[config.mk]
export PLATFORM = sky130hd
export DESIGN_NAME = aont_decode
export DESIGN_NICKNAME = d
export VERILOG_FILES = /design/src/rtl/aont_decode.sv
export SDC_FILE = /design/constraint.sdc
export NUM_CORES = 2
export LEC_CHECK = 0
export BUFFER_PORTS_ARGS = -buffer_cell sky130_fd_sc_hd__buf_2
export CORE_ASPECT_RATIO = 0.9
export CORE_MARGIN = 5
export CORE_UTILIZATION = 35
export CTS_CLUSTER_SIZE = 8
export DETAILED_ROUTE_END_ITERATION = 10
export SYNTH_ARGS = -nofsm -noshare
export SYNTH_HDL_FRONTEND = slang
export SYNTH_SLANG_ARGS = --single-unit
[constraint.sdc]
create_clock -name clk -period 14.5 [get_ports clk]
set_input_delay 1.45 -clock clk [delete_from_list [all_inputs] [get_ports clk]]
set_output_delay 1.45 -clock clk [all_outputs]
set_load 0.01 [all_outputs]
[src/rtl/aont_decode.sv]
// All-or-nothing transform decoder: collects eight data blocks plus one key block,
// recovers the key, then strips the Latin-square mask one block per cycle.
module aont_decode #(
  parameter int messgalen  = 512,
  parameter int noofblocks = 9,
  parameter int lslen      = 16,
  parameter int lslenlog   = 4
) (
  input  logic                        clk,
  input  logic                        rstn,
  input  logic [lslen*lslenlog-1:0]   firstRow,
  input  logic [lslen*lslenlog-1:0]   blk_in,
  input  logic                        blk_valid,
  output logic                        blk_ready,
  output logic [messgalen-1:0]        msg_out,
  output logic                        msg_valid,
  input  logic                        msg_ready,
  output logic                        perm_err
);

  localparam int BW    = lslen * lslenlog;
  localparam int NDATA = noofblocks - 1;
  localparam int CW    = $clog2(noofblocks);
  localparam int IW    = (NDATA > 1) ? $clog2(NDATA) : 1;
  localparam int NSYM  = 1 << lslenlog;

  typedef enum logic [1:0] {COLLECT, DECODE, DONE} state_t;

  state_t            state_q, state_d;
  logic [CW-1:0]     count_q;
  logic [IW-1:0]     idx_q;
  logic [BW-1:0]     acc_q;
  logic [BW-1:0]     key_q;
  logic [BW-1:0]     frow_q;
  logic [BW-1:0]     e_mem [NDATA];

  logic              accept;
  logic              first_blk;
  logic              last_blk;
  logic              last_idx;
  logic              dup;
  logic [NSYM-1:0]   seen;
  logic [BW-1:0]     dec_blk;
  logic [lslenlog-1:0] idx_sym;

  assign blk_ready = (state_q == COLLECT);
  assign msg_valid = (state_q == DONE);
  assign accept    = blk_valid & blk_ready;
  assign first_blk = (count_q == '0);
  assign last_blk  = (count_q == CW'(noofblocks - 1));
  assign last_idx  = (idx_q == IW'(NDATA - 1));
  assign idx_sym   = lslenlog'(idx_q);

  // NOTE: blocking '=' is correct here: 'seen' is a combinational scratch
  // variable whose value must update within the loop iteration.
  always_comb begin
    seen = '0;
    dup  = 1'b0;
    for (int c = 0; c < lslen; c++) begin
      if (seen[firstRow[c*lslenlog +: lslenlog]]) dup = 1'b1;
      seen[firstRow[c*lslenlog +: lslenlog]] = 1'b1;
    end
  end

  // Mask symbol is L[(K[j]+idx) mod N][j] = K[j] + idx + F[j], all mod N.
  always_comb begin
    dec_blk = '0;
    for (int j = 0; j < lslen; j++) begin
      dec_blk[j*lslenlog +: lslenlog] = e_mem[idx_q][j*lslenlog +: lslenlog] ^
        (key_q[j*lslenlog +: lslenlog] + idx_sym + frow_q[j*lslenlog +: lslenlog]);
    end
  end

  // NOTE: the block store has no reset; every slot is rewritten before DECODE
  // reads it, and the block count (which is reset) decides what is valid.
  always_ff @(posedge clk) begin
    if (accept && !last_blk) e_mem[count_q[IW-1:0]] <= blk_in;
  end

  always_ff @(posedge clk or negedge rstn) begin
    if (!rstn) state_q <= COLLECT;
    else       state_q <= state_d;
  end

  always_comb begin
    state_d = state_q;
    unique case (state_q)
      COLLECT: if (accept && last_blk) state_d = DECODE;
      DECODE:  if (last_idx)           state_d = DONE;
      DONE:    if (msg_ready)          state_d = COLLECT;
      default:                         state_d = COLLECT;
    endcase
  end

  always_ff @(posedge clk or negedge rstn) begin
    if (!rstn) begin
      count_q  <= '0;
      idx_q    <= '0;
      acc_q    <= '0;
      key_q    <= '0;
      frow_q   <= '0;
      msg_out  <= '0;
      perm_err <= 1'b0;
    end else begin
      unique case (state_q)
        COLLECT: begin
          if (accept) begin
            acc_q <= acc_q ^ blk_in;
            if (first_blk) begin
              frow_q   <= firstRow;
              perm_err <= dup;
            end
            if (last_blk) begin
              key_q   <= acc_q ^ blk_in;
              count_q <= '0;
              idx_q   <= '0;
            end else begin
              count_q <= count_q + 1'b1;
            end
          end
        end
        DECODE: begin
          msg_out[idx_q*BW +: BW] <= dec_blk;
          idx_q                   <= idx_q + 1'b1;
        end
        DONE: begin
          if (msg_ready) acc_q <= '0;
        end
        default: ;
      endcase
    end
  end

endmodule

==> run_results.csv <==
group,metric,value,unit
synthesis,yosysWarnings,0,
synthesis,synth_fp_nets,4358,
clocking,clkTransAtPathRegs,0.05,ns
finish,area_delta_synth_final,18.8,%
clocking,cts-htree-levels,4,
sta,hold_viol,0,
synthesis,syn_area_per_cell,13.3,µm²
floorplan,coreArea,157000,µm²
worst_setup_path,critPathTopFamily,"buffers and inverters",
place,dp_slack,9.47,ns
global_routing,first_global_vias,37800,
global_routing,gr-usage-met3,4.42,%
global_routing,grt_max_degree,159,
worst_setup_path,reg2reg_from,"idx_q[0]$_DFFE_PN0P_",
synthesis,synth_flop_cell,"dfrtp_1",
worst_setup_path,crit_path_max_fanout,45,
sta,final-setup-viol-count,0,
power,powerDensity,258,nW/µm²
hold_path,holdPathEnd,"msg_out[0]$_DFFE_PN0P_",
finish,drive_gt1_share,31.3,%
clocking,post-cts-setup-buffers,0,
floorplan,fp.dieH,387,µm
detailed_routing,drc_errors,0,
synthesis,ys_types,92,
worst_setup_path,cp.arrival,5.59,ns
clocking,root_buffer,"clkbuf_16",
clocking,cts_resized,0,
worst_setup_path,rrSetupSlack,9.56,ns
clocking,ctsHoldBuffers,0,
place,dp_hpwl,126000,µm
sta,fin_setup_tns,0,ns
floorplan,ioPinCount,647,
synthesis,syn_inst,4137,
sta,drv_slew,0,
synthesis,syn_area,55200,µm²
floorplan,dieWidth,429,µm
detailed_routing,vias,37900,
sta,skew,0.0405,ns
power,leakagePower,26.8,nW
sta,fmax,0.203,GHz
detailed_routing,firstDrtPassIters,6,
power,power,16.9,mW
clocking,cts_tree,"yes",
worst_setup_path,worst_r2r_path_depth,10,
detailed_routing,vias_per_cell,5.45,
worst_setup_path,cpMaxStageDelayCell,"dfrtp_4",
hold_path,hp-class,"reg2reg",
worst_setup_path,critPathLaunchType,"flip-flop",
worst_setup_path,cp.buffers_inverters,2,
worst_setup_path,endpoint_kind,"flip-flop",
detailed_routing,drt-total-wl,185000,µm
synthesis,synth_edf_count,512,
worst_setup_path,cp_common_cell,"xnor2_1",
detailed_routing,ant_nets,0,
clocking,clock_latency,0.79,ns
outcome,run_status,"complete, no violations",
detailed_routing,drtIter0Drc,3443,
global_routing,gr-usage-met1,31.3,%
floorplan,rows,138,
worst_setup_path,cp_cell_sequence,"buf_4 -> buf_4 -> fa_1 -> ha_1 -> fa_1 -> xnor2_1 -> xnor2_1 -> xnor2_1 -> nor2_1 -> mux2_2",
run,maxCapViolations,0,
sta,slew_headroom,10.3,%
worst_setup_path,reg2reg_to,"msg_out[499]$_DFFE_PN0P_",
finish,final_nets,4967,
finish,final_cell_mix,"dfrtp_1 (711), buf_2 (645), edfxtp_1 (512), mux2_2 (433), nor2_1 (401)",
clocking,cts_buffer_depth,3,
global_routing,antenna_found_initial,37,
global_routing,busiest_layer,"met2",
place,io_buffer_count,646,
synthesis,synthArstFlopShare,58.2,%
global_routing,track_usage,21.8,%
hold_path,whs_path_depth,2,
clocking,clkSinkCount,1226,
finish,mostFrequentLayoutCell,"dfrtp_1",
worst_setup_path,slowest_delay,0.99,ns
floorplan,die_area,166000,µm²
clocking,cts_buffers,172,
detailed_routing,avgRoutedWirePerCell,26.6,µm
synthesis,synth-seq-cells,1226,
worst_setup_path,required,15.15,ns
global_routing,grtUsageMet2,34.0,%
sta,setup_ws,9.56,ns
worst_setup_path,worstSetupPathType,"reg2reg",
hold_path,hold_start,"msg_out[0]$_DFFE_PN0P_",
sta,rsz0062_at_grt,"false",
place,globalplace.congestion,0.897,
sta,finalCriticalPeriod,4.94,ns
sta,fin_crit_sh,34.1,%
sta,tightest_slew,1.34,ns
global_routing,grt_remaining_overflow,0,
global_routing,grt_pass1_wl,271000,µm
synthesis,ys_seq_area_share,60.2,%
power,vdd_drop_max,0.155,mV
floorplan,initial_utilization,35.2,%
## worst register-to-register path: cells and delay by family (launching register included)
kind | cells | cell delay (ns)
xor+xnor | 3 | 0.97
flops | 1 | 0.99
fa+ha+maj | 3 | 0.77
simple gates | 1 | 0.15
mux | 1 | 0.31
buf+inv | 2 | 1.66
## metrics by stage
stage | instances | utilization [%] | cell area, µm² | hold slack [ns]
finish | 6948 | 41.8 | 65600 | 0.470
global route | 6942 | 41.8 | 65600 | 0.492
CTS | 6939 | 41.8 | 65600 | 0.476
detailed placement | 6672 | 38.6 | 60600 | 0.465
global placement | 6672 | 38.6 | 60600 | 0.456
floorplan | 4137 | - | 55200 | 0.470
## power by group
part	total (mW)	internal [mW]	switching, mW
combinational	7.60	2.61	4.99
sequential	5.58	4.76	0.822
clock	3.71	2.22	1.49
## sequential cells by signal (all words and copies together), names as in the netlist
register  flops
acc_q        64
key_q        64
e_mem       512
idx_q         3
frow_q       64
state_q       2
perm_err      1
count_q       4
msg_out     512
## routing by layer
layer  part of all wire, %  wire length [µm]
met1                    45             82500
met5                0.0038                 7
met3                   7.2             13300
met4                   2.4              4470
met2                    46             84700
## worst max path at each step
stage	start	to	slack [ns]	depth (start not counted)
6_report	idx_q[0]$_DFFE_PN0P_	msg_out[499]$_DFFE_PN0P_	9.56	10
5_1_grt	idx_q[0]$_DFFE_PN0P_	msg_out[499]$_DFFE_PN0P_	9.04	10
4_1_cts	idx_q[0]$_DFFE_PN0P_	msg_out[499]$_DFFE_PN0P_	9.46	10
3_5_place_dp	idx_q[0]$_DFFE_PN0P_	msg_out[246]$_DFFE_PN0P_	9.47	8
3_3_place_gp	idx_q[0]$_DFFE_PN0P_	msg_out[438]$_DFFE_PN0P_	9.44	8
2_1_floorplan	blk_valid	e_mem[2][0]$_DFFE_PP_	7.38	5
## Yosys cell counts, types with 25 or more instances
library cell	number	share of area, %
nand3_1	42	0.38
nand4_1	29	0.33
buf_1	51	0.35
nor4_1	31	0.35
nor4b_1	32	0.51
mux2_2	433	8.8
nor3_1	58	0.53
mux4_2	129	5.3
xor2_1	54	0.86
nor2b_1	48	0.54
buf_2	44	0.40
fa_1	64	2.3
xnor2_1	132	2.1
nand2_1	313	2.1
o21ai_0	299	2.7
ha_1	25	0.57
nor2_1	403	2.7
edfxtp_1	512	28
nor4bb_1	37	0.67
dfrtp_1	714	32
a21oi_1	113	1.0
inv_1	27	0.18
clkbuf_1	174	1.2
mux2i_1	64	1.2
## area by class of cell
cell class | count | area (µm²)
sequential | 1226 | 33300
timing repair buffer | 709 | 3740
multi-input combinational | 2609 | 20900
fill | 14500 | 91400
clock buffer | 253 | 4690
inverter | 28 | 108
clock inverter | 14 | 267
tap | 2100 | 2630
antenna | 9 | 22.5
## logic make-up (layout without fill, tap and decap cells)
| kind of cell | count (synthesis) | in the layout | share of synthesized area, % |
|---|---|---|---|
| buf+inv | 302 | 1004 | 2.20 |
| flops | 1226 | 1226 | 60.2 |
| simple gates | 1122 | 1122 | 10.1 |
| fa+ha+maj | 89 | 89 | 2.89 |
| mux | 626 | 626 | 15.3 |
| other cells | 0 | 9 | 0 |
| xor+xnor | 186 | 186 | 2.95 |
| compound gates | 586 | 586 | 6.41 |
Note: power is estimated with default switching activity, not from simulation.
